--- config.mk ---
export PLATFORM = sky130hd
export DESIGN_NAME = apb_master_mux_flat
export DESIGN_NICKNAME = d
export VERILOG_FILES = /design/src/rtl/apb_master_mux_pkg.sv /design/src/rtl/apb_master_mux_if.sv /design/src/rtl/apb_master_mux_addr_decoder.sv /design/src/rtl/apb_master_mux.sv /design/src/flat_wrapper.sv
export SDC_FILE = /design/constraint.sdc
export NUM_CORES = 1
export LEC_CHECK = 0
export CAP_MARGIN = 10
export CORE_ASPECT_RATIO = 0.7
export CORE_MARGIN = 4
export CORE_UTILIZATION = 42
export DETAILED_ROUTE_END_ITERATION = 8
export PLACE_DENSITY = 0.89
export SETUP_SLACK_MARGIN = 0.15
export SYNTH_ARGS = -nofsm -noshare
export SYNTH_HDL_FRONTEND = slang
export SYNTH_SLANG_ARGS = --single-unit
--- constraint.sdc ---
create_clock -name pclk -period 3.3 [get_ports pclk]
set_input_delay 0.66 -clock pclk [delete_from_list [all_inputs] [get_ports pclk]]
set_output_delay 0.66 -clock pclk [all_outputs]
set_load 0.005 [all_outputs]
--- src/rtl/apb_master_mux_pkg.sv ---
// Shared definitions for the APB master bridge: FSM encoding, default
// geometry and a helper for sizing the wait-state counter.
package apb_pkg;

    typedef enum logic [1:0] {
        ST_IDLE   = 2'd0,
        ST_SETUP  = 2'd1,
        ST_ACCESS = 2'd2
    } state_e;

    localparam int DEF_NUM_SLAVES = 2;
    localparam int DEF_ADDR_W     = 5;
    localparam int DEF_DATA_W     = 32;
    localparam int DEF_TIMEOUT    = 16;

    // Counter must hold the value TIMEOUT; keep at least one bit when disabled.
    function automatic int cnt_width(input int timeout);
        return (timeout == 0) ? 1 : $clog2(timeout + 1);
    endfunction

endpackage

--- src/rtl/apb_master_mux_if.sv ---
// Host request/response port plus the APB bus towards the slaves.
// The bridge uses the master modport; the slave side sees the mirror image.
interface apb_master_mux_if
    import apb_pkg::*;
#(
    parameter int NUM_SLAVES = DEF_NUM_SLAVES,
    parameter int ADDR_W     = DEF_ADDR_W,
    parameter int DATA_W     = DEF_DATA_W
);

    // Host side
    logic                         req_valid;
    logic                         req_ready;
    logic                         req_write;
    logic [ADDR_W-1:0]            req_addr;
    logic [DATA_W-1:0]            req_wdata;
    logic                         rsp_valid;
    logic [DATA_W-1:0]            rsp_rdata;
    logic                         rsp_err;

    // APB side
    logic [NUM_SLAVES-1:0]        psel;
    logic                         penable;
    logic                         pwrite;
    logic [ADDR_W-1:0]            paddr;
    logic [DATA_W-1:0]            pwdata;
    logic [NUM_SLAVES*DATA_W-1:0] prdata;
    logic [NUM_SLAVES-1:0]        pready;
    logic [NUM_SLAVES-1:0]        pslverr;

    modport master (
        input  req_valid, req_write, req_addr, req_wdata,
        output req_ready, rsp_valid, rsp_rdata, rsp_err,
        output psel, penable, pwrite, paddr, pwdata,
        input  prdata, pready, pslverr
    );

    modport slave (
        output req_valid, req_write, req_addr, req_wdata,
        input  req_ready, rsp_valid, rsp_rdata, rsp_err,
        input  psel, penable, pwrite, paddr, pwdata,
        output prdata, pready, pslverr
    );

endinterface

--- src/rtl/apb_master_mux_addr_decoder.sv ---
// Address decoder: the top SEL_W address bits pick a slave; indices at or
// beyond NUM_SLAVES select nothing and raise miss.
module apb_addr_decoder #(
    parameter int NUM_SLAVES = 2,
    parameter int ADDR_W     = 5
) (
    input  logic [ADDR_W-1:0]     addr,
    output logic [NUM_SLAVES-1:0] sel,
    output logic                  miss
);

    localparam int SEL_W = $clog2(NUM_SLAVES);

    logic [SEL_W-1:0] idx;

    assign idx = addr[ADDR_W-1 -: SEL_W];

    // One-hot select from the slave index; no bit set means decode miss.
    always_comb begin
        // NOTE: every output gets a default before any branch so no path leaves it unassigned and no latch is inferred.
        sel = '0;
        for (int i = 0; i < NUM_SLAVES; i++) begin
            sel[i] = (int'(idx) == i);
        end
        miss = ~|sel;
    end

endmodule

--- src/rtl/apb_master_mux.sv ---
// APB master bridge: runs single host transfers as SETUP/ACCESS phases,
// selects one of NUM_SLAVES slaves and reports pslverr, decode miss and
// wait-state timeout on rsp_err.
module apb_master_mux
    import apb_pkg::*;
#(
    parameter int NUM_SLAVES = DEF_NUM_SLAVES,
    parameter int ADDR_W     = DEF_ADDR_W,
    parameter int DATA_W     = DEF_DATA_W,
    parameter int TIMEOUT    = DEF_TIMEOUT
) (
    input  logic             pclk,
    input  logic             rst,
    apb_master_mux_if.master bus
);

    localparam int SEL_W = $clog2(NUM_SLAVES);
    localparam int CNT_W = cnt_width(TIMEOUT);

    state_e                state_q, state_d;
    logic [NUM_SLAVES-1:0] sel_q;
    logic [SEL_W-1:0]      idx_q;
    logic [CNT_W-1:0]      cnt_q;

    logic [NUM_SLAVES-1:0] dec_sel;
    logic                  dec_miss;
    logic                  accept;
    logic                  sel_ready;
    logic                  sel_err;
    logic [DATA_W-1:0]     sel_rdata;
    logic                  timeout_hit;

    apb_addr_decoder #(
        .NUM_SLAVES (NUM_SLAVES),
        .ADDR_W     (ADDR_W)
    ) u_decoder (
        .addr (bus.req_addr),
        .sel  (dec_sel),
        .miss (dec_miss)
    );

    assign accept = (state_q == ST_IDLE) && bus.req_valid;

    // Return path: only the addressed slave's ready/error/data are looked at.
    always_comb begin
        sel_ready = 1'b0;
        sel_err   = 1'b0;
        sel_rdata = '0;
        for (int i = 0; i < NUM_SLAVES; i++) begin
            if (int'(idx_q) == i) begin
                sel_ready = bus.pready[i];
                sel_err   = bus.pslverr[i];
                sel_rdata = bus.prdata[i*DATA_W +: DATA_W];
            end
        end
    end

    // Last permitted ACCESS cycle without pready; a late pready still wins.
    assign timeout_hit = (TIMEOUT != 0) && (int'(cnt_q) == TIMEOUT - 1) && !sel_ready;

    // Next-state logic and bus-phase outputs.
    always_comb begin
        state_d       = state_q;
        bus.req_ready = (state_q == ST_IDLE);
        bus.penable   = (state_q == ST_ACCESS);
        bus.psel      = (state_q == ST_IDLE) ? '0 : sel_q;
        case (state_q)
            ST_IDLE:   if (accept && !dec_miss) state_d = ST_SETUP;
            ST_SETUP:  state_d = ST_ACCESS;
            ST_ACCESS: if (sel_ready || timeout_hit) state_d = ST_IDLE;
            default:   state_d = ST_IDLE;
        endcase
    end

    // State register.
    always_ff @(posedge pclk or negedge rst) begin
        // NOTE: clocked state uses non-blocking assignments so every register samples pre-edge values.
        if (!rst) state_q <= ST_IDLE;
        else      state_q <= state_d;
    end

    // Request capture, wait-state counter and response registers.
    always_ff @(posedge pclk or negedge rst) begin
        if (!rst) begin
            bus.pwrite    <= 1'b0;
            bus.paddr     <= '0;
            bus.pwdata    <= '0;
            bus.rsp_valid <= 1'b0;
            bus.rsp_rdata <= '0;
            bus.rsp_err   <= 1'b0;
            sel_q         <= '0;
            idx_q         <= '0;
            cnt_q         <= '0;
        end else begin
            bus.rsp_valid <= 1'b0;
            if (accept) begin
                bus.pwrite <= bus.req_write;
                bus.paddr  <= bus.req_addr;
                bus.pwdata <= bus.req_wdata;
                sel_q      <= dec_sel;
                idx_q      <= bus.req_addr[ADDR_W-1 -: SEL_W];
                cnt_q      <= '0;
                if (dec_miss) begin
                    bus.rsp_valid <= 1'b1;
                    bus.rsp_err   <= 1'b1;
                    bus.rsp_rdata <= '0;
                end
            end
            if (state_q == ST_ACCESS) begin
                if (sel_ready) begin
                    bus.rsp_valid <= 1'b1;
                    bus.rsp_err   <= sel_err;
                    bus.rsp_rdata <= (!bus.pwrite && !sel_err) ? sel_rdata : '0;
                end else if (timeout_hit) begin
                    bus.rsp_valid <= 1'b1;
                    bus.rsp_err   <= 1'b1;
                    bus.rsp_rdata <= '0;
                end else begin
                    cnt_q <= cnt_q + CNT_W'(1);
                end
            end
        end
    end

endmodule

--- src/flat_wrapper.sv ---
// flat-port wrapper written by rule: the top's interface ports become plain ports
module apb_master_mux_flat import apb_pkg::*;
#(
    parameter int NUM_SLAVES = DEF_NUM_SLAVES,
    parameter int ADDR_W     = DEF_ADDR_W,
    parameter int DATA_W     = DEF_DATA_W,
    parameter int TIMEOUT    = DEF_TIMEOUT
)
  (pclk, rst, bus_req_valid, bus_req_write, bus_req_addr, bus_req_wdata, bus_req_ready, bus_rsp_valid, bus_rsp_rdata, bus_rsp_err, bus_psel, bus_penable, bus_pwrite, bus_paddr, bus_pwdata, bus_prdata, bus_pready, bus_pslverr);
  apb_master_mux_if #(.NUM_SLAVES(NUM_SLAVES), .ADDR_W(ADDR_W), .DATA_W(DATA_W)) bus_i ();
  input  logic pclk;
  input  logic rst;
  input wire logic [$bits(bus_i.req_valid)-1:0] bus_req_valid;
  input wire logic [$bits(bus_i.req_write)-1:0] bus_req_write;
  input wire logic [$bits(bus_i.req_addr)-1:0] bus_req_addr;
  input wire logic [$bits(bus_i.req_wdata)-1:0] bus_req_wdata;
  output wire logic [$bits(bus_i.req_ready)-1:0] bus_req_ready;
  output wire logic [$bits(bus_i.rsp_valid)-1:0] bus_rsp_valid;
  output wire logic [$bits(bus_i.rsp_rdata)-1:0] bus_rsp_rdata;
  output wire logic [$bits(bus_i.rsp_err)-1:0] bus_rsp_err;
  output wire logic [$bits(bus_i.psel)-1:0] bus_psel;
  output wire logic [$bits(bus_i.penable)-1:0] bus_penable;
  output wire logic [$bits(bus_i.pwrite)-1:0] bus_pwrite;
  output wire logic [$bits(bus_i.paddr)-1:0] bus_paddr;
  output wire logic [$bits(bus_i.pwdata)-1:0] bus_pwdata;
  input wire logic [$bits(bus_i.prdata)-1:0] bus_prdata;
  input wire logic [$bits(bus_i.pready)-1:0] bus_pready;
  input wire logic [$bits(bus_i.pslverr)-1:0] bus_pslverr;
  assign bus_i.req_valid = bus_req_valid;
  assign bus_i.req_write = bus_req_write;
  assign bus_i.req_addr = bus_req_addr;
  assign bus_i.req_wdata = bus_req_wdata;
  assign bus_req_ready = bus_i.req_ready;
  assign bus_rsp_valid = bus_i.rsp_valid;
  assign bus_rsp_rdata = bus_i.rsp_rdata;
  assign bus_rsp_err = bus_i.rsp_err;
  assign bus_psel = bus_i.psel;
  assign bus_penable = bus_i.penable;
  assign bus_pwrite = bus_i.pwrite;
  assign bus_paddr = bus_i.paddr;
  assign bus_pwdata = bus_i.pwdata;
  assign bus_i.prdata = bus_prdata;
  assign bus_i.pready = bus_pready;
  assign bus_i.pslverr = bus_pslverr;
  apb_master_mux #(.NUM_SLAVES(NUM_SLAVES), .ADDR_W(ADDR_W), .DATA_W(DATA_W), .TIMEOUT(TIMEOUT)) u_core (.pclk(pclk), .rst(rst), .bus(bus_i));
endmodule
== After elaboration in Yosys (flattened, before gate mapping) ==
Cells that the tools add are included.

* Input bits: 109
* Memory bits (writable): 0
* Flip-flop bits (word level): 82
* Output and inout port bits: 76
* Memories kept: 0
* Bits in read-only memories: 0
* Bits in latches: 0

* Add/subtract/negate cells: 1
* $lt $le $gt $ge: 0
* Equality and inequality tests: 5
* Multiply operators: 0
* Mux-type cells: 19
* Bitwise logic cells: 1
* Reduce and logical (&&, ||, !) cells: 11
* Shifts and indexed selects: 0
* Div/mod/pow operators: 0

{| class="wikitable"
|+ Operator list
! kind !! count
|-
| two-way mux 32 bit || 4
|-
| two-way mux 5 bit || 4
|-
| two-way mux 1 bit || 7
|-
| two-way mux 2 bit || 3
|-
| one-hot mux 2 bit (3 select lines) || 1
|-
| adder 5 x 1 -> 5 bit (second input constant) || 1
|-
| equality test 5 bit (second input constant) || 1
|-
| != test 2 x 1 -> 1 bit (second input constant) || 2
|-
| AND reduction 2 bit || 2
|-
| logical AND 1 bit || 3
|-
| logical NOT 1 bit || 3
|-
| equality test 2 x 1 -> 1 bit (second input constant) || 1
|-
| equality test 2 bit (second input constant) || 1
|-
| logical NOT 2 bit || 1
|-
| nonzero test 2 bit || 1
|-
| logical OR 1 bit || 1
|-
| inverter 1 bit || 1
|}

== Logic depth before layout (Yosys ltp) ==
Gate-level depths: netlist of the first run.

* Depth in word-level cells: 6
* Depth in mapped cells: 7
* Depth with buffers taken out: 6

== Hierarchy ==
A second synthesis of the first run with hierarchy kept.

* Cells, all modules: 285
* Area, all modules: 3726.1 sq um

{| class="wikitable"
|+ Modules (own cells, without submodules)
! module !! times used !! sequential area each (sq um) !! area an instance (sq um) !! cells an instance
|-
| apb_master_mux || 1 || 2026.9 || 3703.6 || 281
|-
| apb_addr_decoder || 1 || 0.0 || 22.5 || 4
|}

== Worst setup path after synthesis of the first run ==
Ideal clock, no wire load.

* Path type: reg2reg
* Start point: register u_core.cnt_q[0]
* End point: register u_core.cnt_q[3]
* Data arrival time: 1994 ps
* Period minus slack after synthesis: 2063 ps
* Cell stages (with the launch flop): 8
* Path slack: 1237 ps
* Path through: dfrtp_1 > ha_1 > and3_1 > ha_1 > or3b_1 > clkbuf_2 > or4_1 > nand3_1

* Word-level cells in the longest chain between the ends: 5
* Elaborated cells on any way between the ends: 6

{| class="wikitable"
|+ Ends and longest elaborated chain
! what !! RTL line !! RTL
|-
| from (decl) || apb_master_mux.sv:23 || <nowiki>logic [CNT_W-1:0] cnt_q;</nowiki>
|-
| from (signal assigned) || apb_master_mux.sv:119 || <nowiki>cnt_q <= cnt_q + CNT_W'(1);</nowiki>
|-
| branches (longest 2 deep; another with adder 5 x 1 -> 5 bit) || n/a ||
|-
| two-way mux 5 bit * || apb_master_mux.sv:114 || <nowiki>end else if (timeout_hit) begin</nowiki>
|-
| two-way mux 5 bit * || apb_master_mux.sv:110 || <nowiki>if (sel_ready) begin</nowiki>
|-
| two-way mux 5 bit * || apb_master_mux.sv:109 || <nowiki>if (state_q == ST_ACCESS) begin</nowiki>
|}

Mark *: on every way between the ends.
A chain may end at the register's enable or synchronous reset.

== Worst setup path in the final report of the first run ==
* Start point: register u_core.state_q[0]
* End point: output bus_penable

* Word-level cells in the longest chain between the ends: 1

{| class="wikitable"
|+ Ends and longest elaborated chain
! what !! RTL line !! RTL
|-
| from (decl) || apb_master_mux.sv:20 || <nowiki>state_e state_q, state_d;</nowiki>
|-
| from (signal assigned) || apb_master_mux.sv:79 || <nowiki>else state_q <= state_d;</nowiki>
|-
| equality test 2 bit || apb_master_mux.sv:65 || <nowiki>bus.penable = (state_q == ST_ACCESS);</nowiki>
|-
| to (decl) || flat_wrapper.sv:22 || <nowiki>output wire logic [$bits(bus_i.penable)-1:0] bus_penable;</nowiki>
|}

Every way passes these cells.

==> results of run 1 <==
## layer usage
layer / up-vias / part of all wire, % / GRT usage [%]
met1: 1294 / 38 / 21.8
li1: 1251 / - / -
met4: 0 / 0.83 / 4.74
met3: 10 / 10 / 8.62
met5: - / 0 / 0
met2: 105 / 51 / 33.0
## logic make-up (layout without fill, tap and decap cells)
family	after synthesis	in the layout	share of synthesized area, %
flops	80	80	58.6
mux	73	73	22.9
compound gates	44	44	10.6
buf+inv	22	208	3.81
simple gates	19	19	3.33
fa+ha+maj	2	2	0.732
## cell usage in the layout (no fill, tap or decap), types with 2 or more instances in the layout
master | Yosys | layout
buf_4 | 2 | 4
nand2_1 | 3 | 3
inv_1 | 5 | 5
nand4_1 | 2 | 2
o21ai_0 | 4 | 4
mux2_2 | 38 | 38
o211ai_1 | 5 | 5
clkbuf_16 | 0 | 9
o2bb2ai_1 | 32 | 32
nor2b_1 | 3 | 3
clkdlybuf4s50_1 | 0 | 183
mux2i_1 | 34 | 34
ha_1 | 2 | 2
nand3_1 | 4 | 4
clkinvlp_4 | 0 | 2
dfrtp_1 | 80 | 79
## sequential cells by signal (all words and copies together) (netlist names), 2 cells and up
name,count
u_core.state_q,2
u_core.bus.rsp_rdata,32
u_core.bus.paddr,4
u_core.sel_q,2
u_core.cnt_q,5
u_core.bus.pwdata,32
## power breakdown
part / switching [mW] / internal [mW] / total [mW]
Combinational: 0.651 / 1.25 / 1.90
Clock: 0.394 / 0.609 / 1.00
Sequential: 0.262 / 1.39 / 1.65
## worst min-delay path by stage
| stage | startpoint | to | depth (start not counted) |
|---|---|---|---|
| finish | rst | u_core.bus.pwdata[2] | 1 |
| global route | u_core.bus.rsp_rdata[30] | u_core.bus.rsp_rdata[30] | 1 |
| CTS | u_core.sel_q[0] | u_core.sel_q[0] | 2 |
| detailed placement | u_core.sel_q[0] | u_core.sel_q[0] | 2 |
| global placement | u_core.sel_q[0] | u_core.sel_q[0] | 2 |
| floorplan | rst | u_core.bus.paddr[0] | 0 |
## cell type report
class | count | area, µm² | area share, %
Clock buffer | 10 | 239 | 4.27
Timing Repair Buffer | 187 | 1860 | 33.2
Sequential cell | 80 | 2000 | 35.8
Multi-Input combinational cell | 138 | 1280 | 22.9
Tap cell | 101 | 126 | 2.26
Inverter | 5 | 18.8 | 0.335
Clock inverter | 6 | 67.6 | 1.21
## worst reg2reg max path: stages, from the launching register on
cell	delay, ns
dfrtp_1	0.41
ha_1	0.24
and3_1	0.19
ha_1	0.22
or3b_1	0.49
or4_1	0.51
nand3_1	0.10
## metrics by stage
stage,setup slack [ns],cell area [µm²]
floorplan,1.24,3420
global placement,0.756,5300
detailed placement,0.700,5300
CTS,0.930,5600
global route,0.851,5600
finish,0.952,5600
==> results by group, run 1 <==
Status
  – Status: completed

Logic synthesis
  – Top_reg_cell synth: dfrtp_1
  – Area of the mapped netlist: around 3400 µm²
  – Cell taking the most area after synthesis: dfrtp_1
  – Post-synth EDFFs: 0
  – Most numerous cell in the Yosys netlist: dfrtp_1
  – Top cell type's share of synthesized area: 58.6%
  – Mapped Cells: 240
  – Asr flop ratio synth: 100%
  – YS warnings: 0
  – Sequential-to-total area share from yosys stat: 58.6%
  – Synth cell count leaders: dfrtp_1, mux2_2, mux2i_1
  – Syn_area_per_cell: 14.2 µm²
  – Syn Nets: approximately 350
  – Area contributors post-synth: dfrtp_1, mux2_2, mux2i_1
  – Yosys cell types: 27
  – Flops & latches, synth: 80

Layout
  – Layout cell share with drive strength beyond 1: between 10 and 15%
  – Final Non-Filler Cells: 527
  – Post-route core utilization: 70.9%
  – Area growth syn-to-layout: 63.9%
  – Antenna cells: 0
  – # fillers: 587
  – Nets: 532

Setup path
  – Reg2reg start: u_core.cnt_q[0]
  – Buffers plus inverters on the worst setup path: 1
  – R2R Setup Slk: 1.07 ns
  – CP startpoint kind: flop
  – Crit Path Class: flop to output pin
  – Crit-path leading delay family: buffers and inverters
  – Critical path endpoint: bus_penable
  – CP max stage cell: clkdlybuf4s50_1
  – Worst EP required: around 2.6 ns
  – CP Capture Type: output pin
  – Reg2reg path depth: 6
  – Cell depth of the worst setup path: 2
  – CP startpoint: u_core.state_q[0]
  – Reg2reg end: u_core.cnt_q[3]
  – Critical path arrival: 1.69 ns
  – Critical-path cell list: nor2b_1 -> clkdlybuf4s50_1
  – Crit-path max cell delay: 0.60 ns
  – CP max FO: 6

Placement
  – Cell Count Post-Placement: 511
  – Dpl hpwl: 6920 µm
  – GPL Wtd Cong: 0.727
  – # port buffers: 184

Pwr
  – Leakage: 2.38 nW
  – Pwr Total: 4.55 mW
  – Cell Pwr Density: roughly 800 nW/µm²
  – Maximum vdd drop: 536 µV

Clock network
  – CTS tree: yes
  – Skew-Pair Late Insertion Delay: 0.33 ns
  – Clk pin slew, worst setup/hold paths: 0.06 ns
  – Post-CTS Setup Repair Bufs: 0
  – CTS root buf: clkbuf_16
  – Clock Sinks: 80
  – CTS max path bufs: 2
  – Post-CTS Resized: 0
  – H-tree levels: 3
  – Total CTS buffers: 9
  – Hold-fix buffers at CTS: 0

Routing
  – Antenna Violating Nets Remaining: 0
  – Via density: 5.05
  – WL final: 9240 µm
  – Drt first pass iters: 4
  – DR vias: 2660
  – Per-cell routed wire length: 17.5 µm
  – Initial DRC count: 61
  – DR DRC count: 0

Floorplanning
  – Core Rows: 27
  – Die Area: 9670 µm²
  – IO Pins: 185
  – Initial Utilization: 43.2%
  – Core Footprint: 7910 µm²
  – Die Ht: 83.5 µm
  – Chip width: 116 µm

STA
  – Final Hold Viols: 0
  – Final Max Tran Viols: 0
  – RSZ-0062 raised after global routing: false
  – Max_slew headroom: 24.1%
  – Setup TNS: 0 ns
  – Min Tclk post-route: ~2.3 ns
  – Least-Margin Pin Slew: 1.14 ns
  – Max frequency: 426 MHz
  – Min Hold Slack: roughly 0.48 ns
  – Setup Viol. Count Final: 0
  – Final Cycle Share: approximately 70%
  – Final Skew: 0.00851 ns

GRT
  – Global-route wire length before repair: 14600 µm
  – GR Overflow Total: 0
  – Initial antenna violation count: 0
  – Largest net degree at the start of global routing: roughly 80
  – Total global-route track usage: just under 20%
  – Vias in the first global route: ~3k

Job
  – Max-cap violation count: 0

Worst hold path
  – Worst min path class: primary input to async pin
Note: power is estimated with default switching activity, not from simulation.
==> run 2, diff against run 1 <==
--- a/config.mk
+++ b/config.mk
@@ -8,9 +8,9 @@
 export CAP_MARGIN = 10
 export CORE_ASPECT_RATIO = 0.7
 export CORE_MARGIN = 4
-export CORE_UTILIZATION = 42
+export CORE_UTILIZATION = 39
 export DETAILED_ROUTE_END_ITERATION = 8
-export PLACE_DENSITY = 0.89
+export PLACE_DENSITY = 0.83
 export SETUP_SLACK_MARGIN = 0.15
 export SYNTH_ARGS = -nofsm -noshare
 export SYNTH_HDL_FRONTEND = slang
==> constraint.sdc (replaced) <==
create_clock -name pclk -period 2.2 [get_ports pclk]
set_input_delay 0.44 -clock pclk [delete_from_list [all_inputs] [get_ports pclk]]
set_output_delay 0.44 -clock pclk [all_outputs]
set_load 0.005 [all_outputs]
==> results by group, run 2 (same netlist as run 1, synthesis figures left out) <==
Status
  – Status: completed (unchanged)

STA
  – Setup Viol. Count Final: 0 (unchanged)
  – Final Max Tran Viols: 0 (unchanged)
  – Final Cycle Share: between 90 and 100%
  – RSZ-0062 raised after global routing: true (was false)
  – Final Hold Viols: 0 (unchanged)
  – Setup TNS: 0 ns (unchanged)
  – Least-Margin Pin Slew: 0.426 ns (was 1.14 ns)
  – Min Tclk post-route: 2.00 ns
  – Final Skew: 0.00346 ns (was 0.00851 ns)
  – Max_slew headroom: 71.6% (was 24.1%)
  – Max frequency: 500 MHz

Setup path
  – Worst EP required: 2.47 ns (was 2.64 ns)
  – Crit-path max cell delay: 0.47 ns (was 0.60 ns)
  – Critical path arrival: 2.27 ns (was 1.69 ns)
  – Crit Path Class: flop to flop (was flop to output pin)
  – CP max FO: 4 (was 6)
  – CP Capture Type: flop (was output pin)
  – CP startpoint kind: flop (unchanged)
  – Cell mode on critical path: ha_2
  – CP max stage cell: or4_1 (was clkdlybuf4s50_1)
  – Critical-path cell list: ha_2 -> and3_1 -> ha_2 -> or3b_1 -> or4_1 -> nand3_1 (was nor2b_1 -> clkdlybuf4s50_1)

Floorplanning
  – Die Area: 10300 µm² (was 9670 µm²)
  – Core Footprint: 8480 µm² (was 7910 µm²)
  – Chip width: 120 µm (was 116 µm)
  – Initial Utilization: 40.3% (was 43.2%)
  – Die Ht: 86.3 µm (was 83.5 µm)
  – Core Rows: 28 (was 27)
  – IO Pins: 185 (unchanged)

Routing
  – Via density: 4.89 (was 5.05)
  – Per-cell routed wire length: 16.9 µm (was 17.5 µm)
  – WL final: 9310 µm (was 9240 µm)
  – DR DRC count: 0 (unchanged)
  – DR vias: 2698 (was 2660)
  – Drt first pass iters: 4 (unchanged)
  – Initial DRC count: 57 (was 61)
  – Antenna Violating Nets Remaining: 0 (unchanged)

Pwr
  – Switching share of power: 28.0% (was 28.7%)
  – Psw: 1.97 mW (was 1.31 mW)
  – Clk network pwr share: 22.7% (was 22.0%)
  – Leakage: 2.45 nW (was 2.38 nW)
  – Cell Pwr Density: 1220 nW/µm² (was 813 nW/µm²)
  – Reg power frac: 34.9% (was 36.2%)
  – Maximum vdd drop: 758 µV (was 536 µV)
  – Int Pwr: 5.06 mW (was 3.24 mW)
  – Combinational power share: 42.4% (was 41.8%)

Clock network
  – CTS max path bufs: 2 (unchanged)
  – Skew-Pair Late Insertion Delay: 0.33 ns (about the same)
  – CTS tree: yes (unchanged)
  – Total CTS buffers: 9 (unchanged)
  – CTS root buf: clkbuf_16 (unchanged)
  – Hold-fix buffers at CTS: 0 (unchanged)
  – H-tree levels: 3 (unchanged)
  – Post-CTS Setup Repair Bufs: 0 (unchanged)
  – Clk pin slew, worst setup/hold paths: 0.06 ns (about the same)
  – Clock Sinks: 80 (unchanged)

Layout
  – Most frequent cells in the layout: clkdlybuf4s50_1, dfrtp_1, mux2_2 (unchanged)
  – Nets: 538 (was 532)
  – Leading cell type in the layout, fill and taps excluded: clkdlybuf4s50_1 (unchanged)
  – Area growth syn-to-layout: 68.3% (was 63.9%)
  – Layout cell share with drive strength beyond 1: 16.9% (was 14.6%)
  – Post-route core utilization: 67.8% (was 70.9%)
  – # fillers: 630 (was 587)
  – Largest registers: u_core.bus.pwdata: 32 flops, u_core.bus.rsp_rdata: 32 flops, u_core.cnt_q: 5 flops (unchanged)
  – Antenna cells: 0 (unchanged)

GRT
  – Global-route wire length before repair: 15400 µm (was 14600 µm)
  – GR Util met3: 7.24% (was 8.62%)
  – Largest net degree at the start of global routing: 49 (was 81)
  – GR Overflow Total: 0 (unchanged)
  – Initial antenna violation count: 0 (unchanged)
  – Vias in the first global route: 2995 (was 2955)
  – Met1 usage: 22.4% (was 21.8%)
  – Most used routing layer in global routing: met2 (unchanged)
  – Met2 Use GR: 33.0% (about the same)
  – Total global-route track usage: 19.0% (was 19.2%)

Job
  – Max-cap violation count: 0 (unchanged)

Placement
  – GPL Wtd Cong: 0.749 (was 0.727)
  – # port buffers: 184 (unchanged)
  – Dpl hpwl: 7110 µm (was 6920 µm)

Worst hold path
  – Worst min path class: primary input to async pin (unchanged)
[run 2: changes by cell type in the layout (fill, tap and decap cells not counted), sizes merged]
cell / delta
bufinv: +1
clkinv: +1
inv: -1
clkinvlp: -1
buf: +6
[run 2: final cells by class]
cell class | instances | area (µm²) | area share (%)
well taps | 120 | 150 | 2.61
clock inverters | 6 | 82.6 | 1.44
clock buffers | 10 | 239 | 4.15
inverters | 5 | 18.8 | 0.326
repair buffers | 193 | 1960 | 34.0
multi-input cells | 138 | 1300 | 22.6
flip-flops and latches | 80 | 2000 | 34.8
[run 2: critical path, delay by kind of cell (launching register included)]
| kind | cells | cell delay, ns |
|---|---|---|
| DFF | 1 | 0.40 |
| adders and majority gates | 2 | 0.40 |
| and+or+nand+nor | 4 | 1.14 |
[run 2: power by group through the flow]
stage / clock [mW] / combinational (mW) / sequential [mW]
after floorplan: 0 / 1.26 / 2.44
after global placement: 0 / 2.92 / 2.44
after detailed placement: 0 / 3.01 / 2.46
after CTS: 1.64 / 3.03 / 2.45
after global routing: 1.72 / 3.22 / 2.54
final: 1.60 / 2.97 / 2.45
[run 2: path summary, 6_finish.rpt]
kind                       slack, ns  cells after the start                startpoint                       end
hold reg to reg                 0.48                      1  u_core.bus.rsp_rdata[21]  u_core.bus.rsp_rdata[21]
max in group asynchronous       1.55                      2                       rst         u_core.state_q[0]
min in group pclk               0.48                      1  u_core.bus.rsp_rdata[21]  u_core.bus.rsp_rdata[21]
setup / recovery                0.20                      6           u_core.cnt_q[0]           u_core.cnt_q[3]
setup reg to reg                0.20                      6           u_core.cnt_q[0]           u_core.cnt_q[3]
hold / removal                  0.04                      1                       rst     u_core.bus.pwdata[18]
[run 2: repair_timing]
action	in CTS	in global routing
endpoints found under the setup margin	1	8
pin swaps	0	0
gates resized for setup	1	5
gates cloned	0	0
[run 2: metrics by stage]
step / cells / total power [mW] / worst slack [ns] / hold slack [ns] / area [µm²]
finish: 552 / 7.02 / 0.202 / 0.0410 / 5750
global route: 552 / 7.48 / 0.125 / 0.0647 / 5750
floorplan: 240 / 3.71 / 0.165 / 0.144 / 3420
CTS: 552 / 7.12 / 0.165 / 0.0488 / 5740
global placement: 536 / 5.35 / 0.208 / 0.401 / 5420
detailed placement: 536 / 5.47 / 0.174 / 0.407 / 5420
[run 2: per-layer routing]
| layer | wire length, µm | up-vias |
|---|---|---|
| met5 | 0 | - |
| met4 | 102 | 0 |
| met3 | 710 | 9 |
| met2 | 4740 | 102 |
| met1 | 3760 | 1323 |
| li1 | - | 1264 |
==> run 3, diff against run 2 <==
--- a/config.mk
+++ b/config.mk
@@ -7,7 +7,6 @@
 export LEC_CHECK = 0
 export CAP_MARGIN = 10
 export CORE_ASPECT_RATIO = 0.7
-export CORE_MARGIN = 4
 export CORE_UTILIZATION = 39
 export DETAILED_ROUTE_END_ITERATION = 8
 export PLACE_DENSITY = 0.83
==> results by group, run 3 (same netlist as run 1, synthesis figures left out) <==
Placement
  – # port buffers: 184 (unchanged)
  – GPL Wtd Cong: 0.741 (was 0.749)
  – Placed inst area: 5420 µm² (unchanged)
  – Dpl hpwl: 6490 µm (was 7110 µm)

Floorplanning
  – IO Pins: 185 (unchanged)
  – Core Footprint: 8480 µm² (unchanged)
  – Chip width: 114 µm (was 120 µm)
  – Core Rows: 28 (unchanged)
  – Die Area: 9150 µm² (was 10300 µm²)
  – Initial Utilization: 40.3% (unchanged)
  – Die Ht: 80.3 µm (was 86.3 µm)

Clock network
  – Total CTS buffers: 9 (unchanged)
  – Skew-Pair Late Insertion Delay: 0.32 ns (was 0.33 ns)
  – Clock Sinks: 80 (unchanged)
  – CTS max path bufs: 2 (unchanged)
  – H-tree levels: 3 (unchanged)
  – Hold-fix buffers at CTS: 0 (unchanged)
  – Clk pin slew, worst setup/hold paths: 0.06 ns (about the same)
  – CTS root buf: clkbuf_16 (unchanged)
  – CTS tree: yes (unchanged)

Layout
  – Nets: 539 (was 538)
  – Most frequent cells in the layout: clkdlybuf4s50_1, dfrtp_1, mux2_2 (unchanged)
  – Leading cell type in the layout, fill and taps excluded: clkdlybuf4s50_1 (unchanged)
  – Layout cell share with drive strength beyond 1: 16.2% (was 16.9%)
  – Post-route cell area: 5740 µm² (was 5750 µm²)
  – Area growth syn-to-layout: 68.1% (was 68.3%)
  – Antenna cells: 0 (unchanged)
  – Largest registers: u_core.bus.pwdata: 32 flops, u_core.bus.rsp_rdata: 32 flops, u_core.cnt_q: 5 flops (unchanged)

Pwr
  – Leakage: 2.45 nW (about the same)
  – Switching share of power: 27.5% (was 28.0%)
  – Combinational power share: 42.3% (was 42.4%)
  – Psw: 1.90 mW (was 1.97 mW)
  – Cell Pwr Density: 1210 nW/µm² (was 1220 nW/µm²)
  – Maximum vdd drop: 580 µV (was 758 µV)
  – Reg power frac: 35.6% (was 34.9%)
  – Int Pwr: 5.03 mW (was 5.06 mW)
  – Clk network pwr share: 22.1% (was 22.7%)

Routing
  – Initial DRC count: 62 (was 57)
  – Per-cell routed wire length: 15.5 µm (was 16.9 µm)
  – Antenna Violating Nets Remaining: 0 (unchanged)
  – DR DRC count: 0 (unchanged)
  – WL final: 8570 µm (was 9310 µm)
  – Via density: 4.88 (was 4.89)
  – DR vias: 2693 (was 2698)
  – Drt first pass iters: 4 (unchanged)

STA
  – Max_slew headroom: 70.0% (was 71.6%)
  – Min Tclk post-route: 2.02 ns (was 2.00 ns)
  – Setup Viol. Count Final: 0 (unchanged)
  – Final Cycle Share: 91.9% (was 90.8%)
  – Final Hold Viols: 0 (unchanged)
  – Final Max Tran Viols: 0 (unchanged)
  – Setup TNS: 0 ns (unchanged)
  – Max frequency: 495 MHz (was 500 MHz)
  – RSZ-0062 raised after global routing: true (unchanged)
  – Least-Margin Pin Slew: 0.451 ns (was 0.426 ns)
  – Final Skew: 0.00950 ns (was 0.00346 ns)

Setup path
  – CP max FO: 6 (was 4)
  – CP startpoint kind: flop (unchanged)
  – Crit Path Class: flop to output pin (was flop to flop)
  – Worst EP required: 1.76 ns (was 2.47 ns)
  – CP Capture Type: output pin (was flop)
  – Critical path arrival: 1.58 ns (was 2.27 ns)

GRT
  – GR Overflow Total: 0 (unchanged)
  – Vias in the first global route: 2698 (was 2995)
  – Initial antenna violation count: 0 (unchanged)
  – Total global-route track usage: 19.1% (was 19.0%)
  – Global-route wire length before repair: 13500 µm (was 15400 µm)
  – Largest net degree at the start of global routing: 47 (was 49)

Status
  – Status: completed (unchanged)

Worst hold path
  – Worst min path class: primary input to async pin (unchanged)

Job
  – Max-cap violation count: 0 (unchanged)
## run 3: power groups by stage
stage / combinational, mW / clock (mW) / sequential (mW)
finish: 2.93 / 1.54 / 2.47
global route: 3.14 / 1.65 / 2.56
CTS: 2.96 / 1.59 / 2.48
detailed placement: 2.95 / 0 / 2.48
global placement: 2.87 / 0 / 2.46
floorplan: 1.26 / 0 / 2.44
## run 3: critical path: stages, from the launching register on
cell and delay [ns]:
dfrtp_1 0.43, nor2b_2 0.28, clkdlybuf4s50_1 0.55
## run 3: what timing repair did
action | 4_1_cts | 5_1_grt
gates resized for setup | 2 | 2
pin swaps | 0 | 1
setup buffers | 0 | 1
endpoints found under the setup margin | 2 | 7
## run 3: path summary, 6_finish.rpt
check                                    startpoint                        to  slack [ns]  cells after the start
setup reg to reg                    u_core.cnt_q[0]           u_core.cnt_q[3]        0.22                      6
hold / removal                                  rst     u_core.bus.pwdata[20]        0.06                      1
hold reg to reg            u_core.bus.rsp_rdata[15]  u_core.bus.rsp_rdata[15]        0.49                      1
max in group asynchronous                       rst           u_core.sel_q[1]        1.53                      2
min in group pclk          u_core.bus.rsp_rdata[15]  u_core.bus.rsp_rdata[15]        0.49                      1
setup / recovery                  u_core.state_q[1]               bus_penable        0.18                      2
## run 3: cell type report
type	instances	area [µm²]
Clock buffer	10	229
Inverter	5	18.8
Fill cell	646	2740
Sequential cell	80	2010
Clock inverter	5	82.6
Multi-Input combinational cell	138	1290
Tap cell	120	150
Timing Repair Buffer	194	1960
## run 3: per-stage QoR
step                      std cells  setup slack (ns)  hold slack [ns]  power (mW)  utilization (%)
after CTS                       551             0.172           0.0649        7.02             67.6
after floorplan                 240             0.165            0.144        3.71                -
after global placement          536             0.196            0.416        5.33             63.9
after global routing            552             0.114           0.0795        7.35             67.7
final                           552             0.178           0.0586        6.94             67.7
after detailed placement        536             0.167            0.422        5.43             63.9
## run 3: metal layers
layer,global-route usage [%],up-vias,part of all wire [%]
met5,0,-,0
met1,23.4,1310,42
met4,5.32,0,1.1
met3,6.87,11,7.9
met2,32.0,110,49
li1,-,1262,-
